`src/rtl/pam_pkg.sv`:
```
// Shared definitions for the pipelined array multiplier: stage-count helpers
// and the default-geometry stage record.
package pam_pkg;

   localparam int DEF_WIDTH_A        = 8;
   localparam int DEF_WIDTH_B        = 8;
   localparam int DEF_ROWS_PER_STAGE = 2;
   localparam int DEF_TAG_W          = 4;
   localparam int PW                 = DEF_WIDTH_A + DEF_WIDTH_B;

   function automatic int pam_stages(input int width_b, input int rows_per_stage);
      return (width_b + rows_per_stage - 1) / rows_per_stage;
   endfunction

   // Highest partial-product row owned by the stage whose first row is first_row.
   function automatic int pam_last_row(input int first_row, input int rows_per_stage,
                                       input int width_b);
      return (first_row + rows_per_stage < width_b) ? first_row + rows_per_stage - 1
                                                    : width_b - 1;
   endfunction

   typedef struct packed {
      logic [PW-1:0]          psum;
      logic [PW-1:0]          a;
      logic [DEF_WIDTH_B-1:0] b;
      logic                   sgn;
      logic [DEF_TAG_W-1:0]   tag;
      logic                   vld;
   } stage_rec_t;

endpackage

```
`src/rtl/pam_row_stage.sv`:
```
// Combinational accumulation of one stage's partial-product rows into the running sum.
// The MSB row of B is subtracted in signed mode, which with a sign-extended A gives an exact product.
module pam_row_stage
   import pam_pkg::*;
#(
   parameter int WIDTH_B        = 8,
   parameter int PROD_W         = 16,
   parameter int ROWS_PER_STAGE = 2,
   parameter int FIRST_ROW      = 0
) (
   input  logic [PROD_W-1:0]                  psum_i,
   input  logic [PROD_W-1:0]                  a_i,
   input  logic [pam_last_row(FIRST_ROW, ROWS_PER_STAGE, WIDTH_B)-FIRST_ROW:0] b_i,
   input  logic                               sgn_i,
   output logic [PROD_W-1:0]                  psum_o
);

   localparam int LAST_ROW = pam_last_row(FIRST_ROW, ROWS_PER_STAGE, WIDTH_B);
   localparam int NROWS    = LAST_ROW - FIRST_ROW + 1;

   logic [PROD_W-1:0] acc_d;

   always_comb begin
      acc_d = psum_i;
      for (int r = 0; r < NROWS; r++) begin
         if (b_i[r]) begin
            if (sgn_i && (FIRST_ROW + r == WIDTH_B - 1)) begin
               acc_d = acc_d - (a_i << (FIRST_ROW + r));
            end else begin
               acc_d = acc_d + (a_i << (FIRST_ROW + r));
            end
         end
      end
   end

   assign psum_o = acc_d;

endmodule

```
`src/rtl/pipelined_array_multiplier.sv`:
```
// Pipelined array multiplier: WIDTH_B partial-product rows spread over S registered stages.
// Single global stall (advance) holds every stage while the result waits on out_ready.
module pipelined_array_multiplier
   import pam_pkg::*;
#(
   parameter int WIDTH_A        = 8,
   parameter int WIDTH_B        = 8,
   parameter int ROWS_PER_STAGE = 2,
   parameter int TAG_W          = 4
) (
   input  logic                       clk,
   input  logic                       rst,
   input  logic                       in_valid,
   output logic                       in_ready,
   input  logic [WIDTH_A-1:0]         in_a,
   input  logic [WIDTH_B-1:0]         in_b,
   input  logic                       in_signed,
   input  logic [TAG_W-1:0]           in_tag,
   output logic                       out_valid,
   input  logic                       out_ready,
   output logic [WIDTH_A+WIDTH_B-1:0] out_p,
   output logic [TAG_W-1:0]           out_tag,
   output logic                       busy
);

   localparam int S      = pam_stages(WIDTH_B, ROWS_PER_STAGE);
   localparam int PROD_W = WIDTH_A + WIDTH_B;

   typedef struct packed {
      logic [PROD_W-1:0]  psum;
      logic [PROD_W-1:0]  a;
      logic [WIDTH_B-1:0] b;
      logic               sgn;
      logic [TAG_W-1:0]   tag;
      logic               vld;
   } stage_t;

   stage_t stage_q [S];
   stage_t stage_d [S];
   stage_t in_rec;
   logic   advance;

   assign advance  = !stage_q[S-1].vld || out_ready;
   assign in_ready = advance;

   // Operand fields are zeroed on bubbles so undefined inputs never enter the pipe.
   always_comb begin
      in_rec = '0;
      if (in_valid) begin
         in_rec.a   = in_signed ? {{WIDTH_B{in_a[WIDTH_A-1]}}, in_a}
                                : {{WIDTH_B{1'b0}}, in_a};
         in_rec.b   = in_b;
         in_rec.sgn = in_signed;
         in_rec.tag = in_tag;
         in_rec.vld = 1'b1;
      end
   end

   for (genvar k = 0; k < S; k++) begin : g_stage
      localparam int FIRST = k * ROWS_PER_STAGE;
      localparam int LAST  = pam_last_row(FIRST, ROWS_PER_STAGE, WIDTH_B);

      stage_t            src;
      logic [PROD_W-1:0] psum_nxt;

      if (k == 0) begin : g_src_in
         assign src = in_rec;
      end else begin : g_src_q
         assign src = stage_q[k-1];
      end

      pam_row_stage #(
         .WIDTH_B       (WIDTH_B),
         .PROD_W        (PROD_W),
         .ROWS_PER_STAGE(ROWS_PER_STAGE),
         .FIRST_ROW     (FIRST)
      ) u_rows (
         .psum_i(src.psum),
         .a_i   (src.a),
         .b_i   (src.b[LAST:FIRST]),
         .sgn_i (src.sgn),
         .psum_o(psum_nxt)
      );

      assign stage_d[k] = '{psum: psum_nxt, a: src.a, b: src.b, sgn: src.sgn,
                            tag: src.tag, vld: src.vld};
   end

   always_ff @(posedge clk or posedge rst) begin
      if (rst) begin
         for (int k = 0; k < S; k++) begin
            stage_q[k] <= '0;
         end
      end else if (advance) begin
         for (int k = 0; k < S; k++) begin
            stage_q[k] <= stage_d[k];
         end
      end
   end

   always_comb begin
      busy = 1'b0;
      for (int k = 0; k < S; k++) begin
         busy = busy | stage_q[k].vld;
      end
   end

   assign out_valid = stage_q[S-1].vld;
   assign out_p     = stage_q[S-1].psum;
   assign out_tag   = stage_q[S-1].tag;

endmodule

```
`config.mk`:
```
export PLATFORM = sky130hd
export DESIGN_NAME = pipelined_array_multiplier
export DESIGN_NICKNAME = d
export VERILOG_FILES = /design/src/rtl/pam_pkg.sv /design/src/rtl/pam_row_stage.sv /design/src/rtl/pipelined_array_multiplier.sv
export SDC_FILE = /design/constraint.sdc
export NUM_CORES = 1
export LEC_CHECK = 0
export CELL_PAD_IN_SITES_DETAIL_PLACEMENT = 1
export CELL_PAD_IN_SITES_GLOBAL_PLACEMENT = 1
export CORE_MARGIN = 8
export CORE_UTILIZATION = 48
export DETAILED_ROUTE_END_ITERATION = 10
export PLACE_DENSITY = 0.9
export SLEW_MARGIN = 0
export SYNTH_ARGS = -nofsm -noshare
export SYNTH_HDL_FRONTEND = slang
export SYNTH_SLANG_ARGS = --single-unit
```
`constraint.sdc`:
```
create_clock -name clk -period 7.7 [get_ports clk]
set_clock_uncertainty 0.2 [all_clocks]
set_input_delay 0.77 -clock clk [delete_from_list [all_inputs] [get_ports clk]]
set_output_delay 0.77 -clock clk [all_outputs]
set_load 0.1 [all_outputs]
```
==> reports/metrics.sh, run 1 <==
RUN_STATUS='finished, final reports clean'
TIMING.REG2REG.WORST_PATH_DEPTH=16
POSTSYNTH.TOPFLOPCELL='sky130_fd_sc_hd__dfrtp_1'
AREA_OCCUPIED_BY_MULTI_INPUT_GATES_UM2=5540
MAX_FREQ_MHz=210
DRV.MAX_CAP_VIOLATION_COUNT=0
SETUP_VIOL=0
POST-SYNTH-TOP-COUNT-CELL='sky130_fd_sc_hd__nand2_1'
PLACEDINSTANCEAREA_UM2=9650
DETAILEDPLACEMENTHPWL_UM=17600
SYN2LAYOUT_AREA_GROWTH_PCT=13.7
POSTSYNTHAREAPERCELL_UM2=8.42
CTS.ROOT.BUFFER_CELL='sky130_fd_sc_hd__clkbuf_16'
TIMING_MAX_TRANSITION_VIOLATIONS_FINAL=0
DIE-AREA_UM2=23400
ENDPOINT='g_stage[3].src[45]'
YOSYS_WARNINGS=0
VDD_DROP_MAX_mV=0.197
HOLD_PATH_STARTPOINT='out_tag[1]'
ROW_CNT=50
TOTAL_GRT_OVERFLOW=0
GRT_MAX_DEGREE=76
POWER.DENSITY_nW_PER_UM2=503
DRCVIOLATIONCOUNT=0
POWER.SWITCHING_uW=2570
FP.COREAREA_UM2=18600
CLOCK_TREE_FROM_TRITONCTS='built'
FIN_CRIT_SH=0.619
START_KIND='flip-flop'
SEQCELLAREA_UM2=3150
CP_SLOWEST_STAGE_DELAY_PS=510
SYNTH_SEQUENTIAL_AREA_RATIO=0.350
CRITICAL_PATH.REG2REG.STARTPOINT='g_stage[2].src[14]'
SHARE_COMB_OF_TOTAL_POWER=0.603
FILLERS=2198
COUNT_OF_UNIQUE_LIBRARY_CELLS_INSTANTIATED_BY_YOSYS=74
GLOBAL_ROUTE_WIRE_LENGTH_BEFORE_REPAIR_UM=46100
POWER_LEAKAGE_uW=0.00485
TIMING.REG2REG.SETUP_SLACK_PS=2930
GLOBALROUTETOTALUTIL=0.240
SYNTH-ASYNC-RESET-RATIO=1.00
SEQ_POWER_SHARE=0.231
NUMBER_OF_GLOBAL_ROUTE_VIAS_BEFORE_REPAIR=9068
PATH_DEPTH=16
TIMING.FINAL.HOLD_VIOLATIONS=0
DESIGN.FINAL.NETS=1200
ROUTED_WL_PER_CELL_UM=20.5
CLK_TRANSITION_REPORTED_PATHS_PS=70
TIMING.HOLD.WORST.CLASS='flip-flop to flip-flop'
AVGVIACOUNTPERCELL=6.07
CTS.REPAIR.RESIZED=0
NUMBER_OF_INSTANCES_IN_THE_SYNTHESIZED_NETLIST=1071
WORST-ENDPOINT-ARRIVAL_PS=4840
CRITICAL_PATH.STARTPOINT='g_stage[2].src[14]'
WORST_SLEW_MARGIN_REL=0.332
CHIPHEIGHT_UM=153
WORST-PATH-MAX-FANOUT=7
POWER.SHARE.CLOCK=0.167
CTS_MAX_LEVEL=4
SYNTH_EDF_COUNT=0
INITIAL_ANTENNA_VIOLATION_COUNT=0
CP_CELL_SEQUENCE='ha_1, fa_1, a21o_1, a21oi_1, nor2_1, o311ai_1, mux2i_1, or2_2, ha_1, a21o_1, a2111oi_0, o32ai_1, mux2i_1, xor2_1, xnor2_1, o21ai_0'
BOUNDARYPINS=48
DRT_PRE_ANTENNA_ITERS=4
ANTENNA_VIOLATING_NETS_POST_ROUTE=0
YS_TOP_CELLS_BY_AREA='sky130_fd_sc_hd__dfrtp_1, sky130_fd_sc_hd__ha_1, sky130_fd_sc_hd__nand2_1, sky130_fd_sc_hd__a21oi_1, sky130_fd_sc_hd__o21ai_0'
SYNTH.LARGEST_AREA_CELL='sky130_fd_sc_hd__dfrtp_1'
DESIGN_AREA_UM2=10300
ROUTED_WL_UM=27400
POST_CTS_HOLD_BUFFER_COUNT=0
GP_CONGESTION=0.847
DRT_ITER0_DRC=449
WORSTSETUPPATHTYPE='flip-flop to flip-flop'
SWITCHING_SHARE=0.498
YOSYS_REGISTER_BITS=126
TIMING_WORST_SLEW_PIN_VALUE_PS=999
FINAL.MIN_CLOCK_PERIOD_PS=4770
ANTENNADIODECOUNT=0
CRIT_END_CATEGORY='flip-flop'
CTS_POST_SETUP_BUFFERS_INSERTED=0
YOSYS_TOP_CELL_AREA_SHARE=0.350
CLOCK_TREE.BUFFER_DEPTH=2
START_UTIL=0.486
FIN_TNS_SETUP_PS=0
CTS_INSERTED_BUFFERS=17
SHARE_OF_LAYOUT_CELLS_ABOVE_DRIVE_STRENGTH_1=0.0714
DIE_OUTLINE_WIDTH_UM=153
SETUP_REPAIR_AFTER_GLOBAL_ROUTING_MISSED_ITS_MARGIN='no'
CLOCK_INSERTION_DELAY_WORST_SKEW_PS=440
P_INT_uW=2590
CLOCK_SINKS=126
POSTSYNTHNETCOUNT=1178
POST_SYNTH_INSTANCE_AREA_UM2=9020
ROUTE.VIAS.TOTAL=8138
WORST_EP_REQUIRED_TIME_PS=7780
SLOWEST_CELL_ON_THE_CRITICAL_PATH='sky130_fd_sc_hd__o311ai_1'
PORTBUFFERS=47
TIMING.CRITICAL_PATH.BUF_INV=0
CRIT_FAMILY='compound AO/OA/AOI/OAI gates'
R2R-END='g_stage[3].src[45]'
SYNTHTOPCELLSBYCOUNT='sky130_fd_sc_hd__nand2_1, sky130_fd_sc_hd__dfrtp_1, sky130_fd_sc_hd__ha_1, sky130_fd_sc_hd__nor2_1, sky130_fd_sc_hd__a21oi_1'
==> final cells by class <==
type                    instances  area share
multi-input cells             856       0.540
inverters                      41      0.0155
clock buffers                  18      0.0418
clock inverters                14      0.0180
well taps                     234      0.0285
repair buffers                 51      0.0488
flip-flops and latches        126       0.307
==> how the worst min path moves through the flow <==
stage,endpoint,slack [ps],cells after the start
6_report,out_tag[1],270,2
4_1_cts,out_tag[1],270,2
5_1_grt,out_tag[1],290,2
3_3_place_gp,g_stage[2].src[3],250,2
3_5_place_dp,out_tag[1],260,2
2_1_floorplan,g_stage[1].src[10],240,2
==> layer usage <==
metal,part of all wire,global-route usage,up-vias
li1,-,-,3799
met1,0.41,0.263,4084
met2,0.53,0.446,181
met3,0.030,0.0386,74
met4,0.032,0.107,0
met5,0,0,-
==> placed cells by master (no fill, tap or decap), drive strengths merged, types with 8 or more instances in the layout <==
cell           instances
o21a                   8
nor3                  19
nand3                 24
a21o                  14
nor2                  75
nand2b                11
inv                   45
ha                    75
clkdlybuf4s50         47
dfrtp                126
nand2                231
a31oi                 12
a211oi                10
xnor2                 34
o21ai                 67
clkbuf                18
a21oi                 66
mux2                  24
and2                  10
xor2                  16
mux2i                 14
and3                  12
nor2b                 15
==> sequential cells by signal, summed over array words and instances (netlist names) <==
signal / flops
g_stage.src: 105
out_p: 16
out_tag: 4
out_valid: 1
==> power by group through the flow <==
stage	clock network, uW	logic [uW]	registers [uW]
final	860	3110	1190
after global routing	890	3390	1220
after CTS	864	3100	1190
after detailed placement	0	2970	1180
after global placement	0	2810	1160
after floorplan	0	1990	1460
==> through the flow <==
step / utilization / hold WS (ps) / worst slack [ps] / cells / power (uW)
floorplan: - / 239 / 3370 / 1071 / 3450
global placement: 0.519 / 249 / 3150 / 1308 / 3970
finish: 0.552 / 267 / 2930 / 1340 / 5160
detailed placement: 0.519 / 255 / 3050 / 1308 / 4150
CTS: 0.552 / 270 / 2970 / 1340 / 5150
global route: 0.552 / 291 / 2630 / 1340 / 5500
==> worst register-to-register path, delay by kind of cell, from the launching register on <==
family | cells | cell delay (ps)
muxes | 2 | 390
AOI/OAI and AO/OA | 7 | 1830
xor gates and xnor gates | 2 | 320
adders and majority gates | 3 | 1060
DFF | 1 | 430
and+or+nand+nor | 2 | 390
==> logic make-up after synthesis <==
group | share of synthesized area
compound gates | 0.183
xor+xnor | 0.0512
fa+ha+maj | 0.120
buf+inv | 0.0372
flops | 0.350
mux | 0.0459
simple gates | 0.213
Note: power is estimated with default switching activity, not from simulation.
==> run 2, diff against run 1 <==
--- a/config.mk
+++ b/config.mk
@@ -8,9 +8,9 @@
 export CELL_PAD_IN_SITES_DETAIL_PLACEMENT = 1
 export CELL_PAD_IN_SITES_GLOBAL_PLACEMENT = 1
 export CORE_MARGIN = 8
-export CORE_UTILIZATION = 48
+export CORE_UTILIZATION = 47
 export DETAILED_ROUTE_END_ITERATION = 10
-export PLACE_DENSITY = 0.9
+export PLACE_DENSITY = 0.89
 export SLEW_MARGIN = 0
 export SYNTH_ARGS = -nofsm -noshare
 export SYNTH_HDL_FRONTEND = slang
==> constraint.sdc (replaced) <==
create_clock -name clk -period 4.4 [get_ports clk]
set_clock_uncertainty 0.2 [all_clocks]
set_input_delay 0.44 -clock clk [delete_from_list [all_inputs] [get_ports clk]]
set_output_delay 0.44 -clock clk [all_outputs]
set_load 0.1 [all_outputs]
==> run 2 against run 1 <==
Cell area increased by 1.7%. Critical path type unchanged. Largest cell class unchanged. Core utilization increased by 0.36 points. Global-route usage decreased by 0.49 points. Critical path depth unchanged. Critical endpoint unchanged. Via count increased by 1.6%. Clock-buffer cell count decreased by 1.
==> reports/metrics.sh, run 2 (synthesized netlist as in run 1, its figures left out) <==
FINAL.MIN_CLOCK_PERIOD_PS=4260  # -510 ps
START_KIND='flip-flop'
CP_SLOWEST_STAGE_DELAY_PS=430  # -80 ps
GP_CONGESTION=0.859  # +1.5%
CTS_INSERTED_BUFFERS=17  # unchanged
HOLD-WORST-SLACK_PS=268  # +1.14 ps
DIE-AREA_UM2=23900  # +1.9%
CHIPHEIGHT_UM=155  # +0.95%
GRT_MAX_DEGREE=66  # -13%
CLOCK_TREE.BUFFER_DEPTH=2  # unchanged
START_UTIL=0.481  # -0.00486
CTS_MAX_LEVEL=4  # unchanged
CLOCK_SINKS=126  # unchanged
WORST_EP_REQUIRED_TIME_PS=4480  # -3300 ps
FP.COREAREA_UM2=18800  # +1.0%
WORSTSETUPPATHTYPE='flip-flop to flip-flop'
GLOBAL_ROUTE_WIRE_LENGTH_BEFORE_REPAIR_UM=45700  # -0.99%
WORST-PATH-MAX-FANOUT=4  # -3
LAYOUT.CELLS.MOST_COMMON='sky130_fd_sc_hd__nand2_1'
SYN2LAYOUT_AREA_GROWTH_PCT=15.6
PORTBUFFERS=47  # unchanged
TIMING.HOLD.WORST.CLASS='flip-flop to flip-flop'
DESIGN.FINAL.NETS=1217  # +1.4%
NUMBER_OF_GLOBAL_ROUTE_VIAS_BEFORE_REPAIR=9022  # -0.51%
FINAL_CORE_UTILIZATION=0.556  # +0.00361
DRCVIOLATIONCOUNT=0  # unchanged
SETUP_VIOL=0  # unchanged
DRT_ITER0_DRC=471  # +4.9%
SHARE_OF_LAYOUT_CELLS_ABOVE_DRIVE_STRENGTH_1=0.0997  # +0.0283
ANTENNA_VIOLATING_NETS_POST_ROUTE=0  # unchanged
RUN_STATUS='finished, final reports clean'
GLOBALROUTETOTALUTIL=0.235  # -0.00492
TIMING_MAX_TRANSITION_VIOLATIONS_FINAL=0  # unchanged
ROUTED_WL_UM=27900  # +1.8%
FIN_TNS_SETUP_PS=0  # unchanged
DETAILEDPLACEMENTHPWL_UM=18300  # +4.1%
DRV.MAX_CAP_VIOLATION_COUNT=0  # unchanged
TIMING.CRITICAL_PATH.BUF_INV=0  # unchanged
ROUTE.VIAS.TOTAL=8267  # +1.6%
POWER.DENSITY_nW_PER_UM2=867  # +73%
WORST-ENDPOINT-ARRIVAL_PS=4340  # -500 ps
BOUNDARYPINS=48  # unchanged
FIN_CRIT_SH=0.968  # +0.349
CTS.ROOT.BUFFER_CELL='sky130_fd_sc_hd__clkbuf_16'
CLOCK_INSERTION_DELAY_WORST_SKEW_PS=440  # about the same
ROUTED_WL_PER_CELL_UM=20.6  # +0.54%
CP_CELL_SEQUENCE='ha_1, fa_2, a21o_1, a21oi_2, nor2_1, o311ai_2, mux2i_1, or2_2, ha_1, a21o_1, a2111oi_4, o32ai_2, mux2i_1, xor2_1, xnor2_1, o21ai_0'
LARGEST_REG_FLOPS=105  # unchanged
TIMING.FINAL.HOLD_VIOLATIONS=0  # unchanged
TOTAL_GRT_OVERFLOW=0  # unchanged
ROW_CNT=50  # unchanged
CRIT_END_CATEGORY='flip-flop'
AVGVIACOUNTPERCELL=6.09  # +0.31%
DIE_OUTLINE_WIDTH_UM=155  # +0.95%
WORST_SLACK_PS=142  # -2790 ps
POST_CTS_HOLD_BUFFER_COUNT=0  # unchanged
ANTENNADIODECOUNT=0  # unchanged
WORST_SLEW_MARGIN_REL=0.335  # +0.00254
INITIAL_ANTENNA_VIOLATION_COUNT=0  # unchanged
SLOWEST_CELL_ON_THE_CRITICAL_PATH='sky130_fd_sc_hd__dfrtp_1'
LAYOUT.CELLS.MOST_COMMON_LIST='sky130_fd_sc_hd__nand2_1, sky130_fd_sc_hd__dfrtp_1, sky130_fd_sc_hd__nor2_1'
POST-PLACE-WS_PS=-68.0  # -3120 ps
CLK_TRANSITION_REPORTED_PATHS_PS=70  # about the same
TIMING.REG2REG.SETUP_SLACK_PS=140  # -2790 ps
CRIT_FAMILY='compound AO/OA/AOI/OAI gates'
DRT_PRE_ANTENNA_ITERS=5  # +1
CLOCK_TREE_FROM_TRITONCTS='built'
MAX_FREQ_MHz=235  # +12%
TIMING_WORST_SLEW_PIN_VALUE_PS=995  # -3.80 ps
VDD_DROP_MAX_mV=0.340  # +72%
POWER_LEAKAGE_uW=0.00491  # +1.3%
run 2: final cells by class:
class | count | area, um^2
repair buffers | 68 | 638
flip-flops and latches | 126 | 3150
clock inverters | 15 | 130
multi-input cells | 856 | 5630
clock buffers | 17 | 425
well taps | 234 | 293
inverters | 41 | 159
fillers | 2222 | 8340
run 2: power by group:
part / internal (uW) / switching, uW / leakage (uW)
registers: 1590 / 476 / 0.00160
logic: 2140 / 3480 / 0.00305
clock network: 738 / 624 / 0.000263
total: 4470 / 4580 / 0.00491
run 2: what timing repair did:
action	CTS	global route
gates resized for setup	6	20
endpoints found under the setup margin	5	6
pin swaps	1	6
setup buffers	0	1
run 2: worst paths after layout:
check                                    from                  to  cells past startpoint
max                        g_stage[2].src[14]  g_stage[3].src[45]                     16
min                        g_stage[2].src[31]  g_stage[2].src[31]                      2
max reg2reg                g_stage[2].src[14]  g_stage[3].src[45]                     16
min reg2reg                g_stage[2].src[31]  g_stage[2].src[31]                      2
max in group asynchronous                 rst  g_stage[1].src[11]                      3
min in group asynchronous                 rst  g_stage[1].src[10]                      2
run 2: per-layer routing:
layer  global-route usage  vias to the layer above  part of all wire
met5                    0                        -                 0
met4                0.114                        0             0.033
li1                     -                     3823                 -
met2                0.434                      190              0.53
met1                0.260                     4181              0.41
met3               0.0323                       73             0.028
run 2: per-stage QoR:
| stage | cell area, um^2 | power (uW) | cells |
|---|---|---|---|
| 6_report | 10400 | 9050 | 1357 |
| 3_3_place_gp | 9780 | 7040 | 1324 |
| 2_1_floorplan | 9020 | 6030 | 1071 |
| 4_1_cts | 10400 | 8940 | 1356 |
| 5_1_grt | 10400 | 9640 | 1357 |
| 3_5_place_dp | 9780 | 7340 | 1324 |
run 2: worst register-to-register path: cells and delay by family, from the launching register on:
family | cells | cell delay (ps)
AO/OA/AOI/OAI | 7 | 1460
adder cells (fa/ha/maj) | 3 | 960
flip-flops | 1 | 430
AND/OR/NAND/NOR | 2 | 400
multiplexers | 2 | 340
XOR/XNOR | 2 | 320
==> run 3, diff against run 2 <==
--- a/config.mk
+++ b/config.mk
@@ -7,6 +7,7 @@
 export LEC_CHECK = 0
 export CELL_PAD_IN_SITES_DETAIL_PLACEMENT = 1
 export CELL_PAD_IN_SITES_GLOBAL_PLACEMENT = 1
+export CORE_ASPECT_RATIO = 1.1
 export CORE_MARGIN = 8
 export CORE_UTILIZATION = 47
 export DETAILED_ROUTE_END_ITERATION = 10
==> constraint.sdc (replaced) <==
create_clock -name clk -period 4.4 [get_ports clk]
set_clock_uncertainty 0.2 [all_clocks]
set_input_delay 0.66 -clock clk [delete_from_list [all_inputs] [get_ports clk]]
set_output_delay 0.66 -clock clk [all_outputs]
set_load 0.1 [all_outputs]
==> run 3 against run 2 <==
Core utilization is 0.094 points higher. Clock power is 5% higher. Non-clock buffer count is 6 higher. Maximum frequency is 1.7% lower. Combinational power is 1% higher. Worst setup slack worse by 75 ps. Via count is 0.25% higher. Register-to-register slack worse by 70 ps. Worst hold slack better by 2.1 ps. Global-route usage is 0.96 points lower. Die area hardly changed. Cell area is 1.2% higher. Critical path type unchanged. Highest routed layer unchanged.
==> reports/metrics.sh, run 3 (synthesized netlist as in run 1, its figures left out) <==
DETAILEDPLACEMENTHPWL_UM=17700  # -3.7%
DESIGN.FINAL.NETS=1223  # +0.49%
SLOWEST_CELL_ON_THE_CRITICAL_PATH='sky130_fd_sc_hd__dfrtp_1'
GLOBAL_ROUTE.PEAK_USAGE_LAYER='met2'
LARGEST_REG_FLOPS=105  # unchanged
CP_CELL_SEQUENCE='ha_2, fa_2, a21o_1, a21oi_2, nor2_1, o311ai_2, mux2i_1, or2_2, ha_1, a21o_1, a2111oi_4, o32ai_2, mux2i_1, xor2_1, xnor2_1, o21ai_0'
FINAL_CORE_UTILIZATION=0.557  # +0.000936
ROUTED_WL_PER_CELL_UM=20.1  # -2.2%
TIMING.CRITICAL_PATH.BUF_INV=0  # unchanged
TIMING_MAX_TRANSITION_VIOLATIONS_FINAL=0  # unchanged
HOLD-WORST-SLACK_PS=270  # +2.10 ps
TIMING_WORST_SLEW_PIN_VALUE_PS=998  # +2.97 ps
SYN2LAYOUT_AREA_GROWTH_PCT=17.0
START_KIND='flip-flop'
INITIAL_ANTENNA_VIOLATION_COUNT=0  # unchanged
DRT_ITER0_DRC=489  # +3.8%
AVGVIACOUNTPERCELL=6.02  # -1.1%
PLACEDINSTANCEAREA_UM2=9840  # +0.63%
FIN_CRIT_SH=0.985  # +0.0170
RUN_STATUS='finished, final reports clean'
GRT_UTIL_MET1=0.248  # -0.0122
ROW_CNT=53  # +6.0%
CTS_INSERTED_BUFFERS=17  # unchanged
BOUNDARYPINS=48  # unchanged
CTS.ROOT.BUFFER_CELL='sky130_fd_sc_hd__clkbuf_16'
CHIPHEIGHT_UM=161  # +4.4%
VDD_DROP_MAX_mV=0.555  # +63%
DESIGN_AREA_UM2=10600  # +1.2%
ANTENNA_VIOLATING_NETS_POST_ROUTE=0  # unchanged
CRIT_FAMILY='compound AO/OA/AOI/OAI gates'
FIN_TNS_SETUP_PS=0  # unchanged
CP_SLOWEST_STAGE_DELAY_PS=410  # -20 ps
CLOCK_TREE_FROM_TRITONCTS='built'
ANTENNADIODECOUNT=0  # unchanged
NUMBER_OF_GLOBAL_ROUTE_VIAS_BEFORE_REPAIR=8886  # -1.5%
CLOCK_INSERTION_DELAY_WORST_SKEW_PS=440  # about the same
FINAL.MIN_CLOCK_PERIOD_PS=4330  # +74.7 ps
TOTAL_GRT_OVERFLOW=0  # unchanged
WORST_EP_REQUIRED_TIME_PS=4510  # +30 ps
FP.COREAREA_UM2=19000  # +1.1%
ROUTE.VIAS.TOTAL=8288  # +0.25%
START_UTIL=0.476  # -0.00501
WORST-ENDPOINT-ARRIVAL_PS=4440  # +100 ps
CLK_TRANSITION_REPORTED_PATHS_PS=70  # about the same
WORST_SLEW_MARGIN_REL=0.333  # -0.00198
CLOCK_TREE.BUFFER_DEPTH=2  # unchanged
WORSTSETUPPATHTYPE='flip-flop to flip-flop'
DIE-AREA_UM2=23900  # about the same
GP_CONGESTION=0.884  # +2.9%
GRT.MET3_USAGE=0.0409  # +0.00853
GLOBAL_ROUTE_WIRE_LENGTH_BEFORE_REPAIR_UM=44000  # -3.6%
USE_MET2=0.416  # -0.0186
DRT_PRE_ANTENNA_ITERS=5  # unchanged
WORST-PATH-MAX-FANOUT=3  # -1
GLOBALROUTETOTALUTIL=0.225  # -0.00956
SETUP_VIOL=0  # unchanged
TIMING.FINAL.HOLD_VIOLATIONS=0  # unchanged
DRV.MAX_CAP_VIOLATION_COUNT=0  # unchanged
ROUTED_WL_UM=27700  # -0.82%
DRCVIOLATIONCOUNT=0  # unchanged
LAYOUT.CELLS.MOST_COMMON='sky130_fd_sc_hd__nand2_1'
SHARE_OF_LAYOUT_CELLS_ABOVE_DRIVE_STRENGTH_1=0.106  # +0.00656
CTS_MAX_LEVEL=4  # unchanged
POWER.DENSITY_nW_PER_UM2=867  # about the same
PORTBUFFERS=47  # unchanged
POWER_LEAKAGE_uW=0.00498  # +1.3%
CLOCK_SINKS=126  # unchanged
MAX_FREQ_MHz=231  # -1.7%
TIMING.HOLD.WORST.CLASS='flip-flop to flip-flop'
CRIT_END_CATEGORY='flip-flop'
FILLERS=2222  # unchanged
GRT_MAX_DEGREE=102  # +55%
LAYOUT.CELLS.MOST_COMMON_LIST='sky130_fd_sc_hd__nand2_1, sky130_fd_sc_hd__dfrtp_1, sky130_fd_sc_hd__nor2_1'
DIE_OUTLINE_WIDTH_UM=148  # -4.2%
==> run 3: path summary, 6_finish.rpt <==
kind | start | depth (start not counted) | end | slack [ps]
worst max-delay path | g_stage[2].src[34] | 16 | g_stage[3].src[45] | 70
worst min-delay path | g_stage[1].src[10] | 2 | g_stage[1].src[10] | 270
worst max register to register | g_stage[2].src[34] | 16 | g_stage[3].src[45] | 70
worst min register to register | g_stage[1].src[10] | 2 | g_stage[1].src[10] | 270
max in group asynchronous | rst | 3 | out_p[1] | 2710
min in group asynchronous | rst | 2 | g_stage[2].src[10] | 450
==> run 3: tightest hold or removal path, delay by kind of cell (launching register included) <==
family,cells,cell delay [ps]
DFF,1,340
and+or+nand+nor,2,100
==> run 3: power by group <==
part,total [uW],internal [uW],switching (uW)
clock,1430,798,627
combinational,5680,2190,3490
sequential,2050,1590,458
==> run 3: area by class of cell <==
cell class / count / area (um^2) / area share
clock buffer: 18 / 429 / 0.0406
clock inverter: 14 / 148 / 0.0140
inverter: 41 / 159 / 0.0150
multi-input combinational: 856 / 5640 / 0.534
sequential: 126 / 3150 / 0.299
tap: 247 / 309 / 0.0293
timing repair buffer: 74 / 721 / 0.0683
==> run 3: per-layer routing <==
metal | vias to the layer above | routed length, um
met1 | 4156 | 10900
met5 | - | 0
met3 | 78 | 879
met2 | 199 | 15100
li1 | 3855 | -
met4 | 0 | 848
==> run 3: through the flow <==
step | total power, uW | setup WS [ps] | std cells
finish | 9160 | 67.1 | 1376
CTS | 8960 | 1.81 | 1370
detailed placement | 7360 | -120 | 1338
floorplan | 6030 | 184 | 1071
global placement | 7070 | 110 | 1338
global route | 9770 | -128 | 1376
==> run 3: timing repair <==
action / in CTS / in global routing
hold buffers: 0 / 0
setup endpoints to repair: 2 / 4
resized for setup: 6 / 19
buffers inserted: 0 / 6
pin swaps: 0 / 5
cloned: 0 / 0
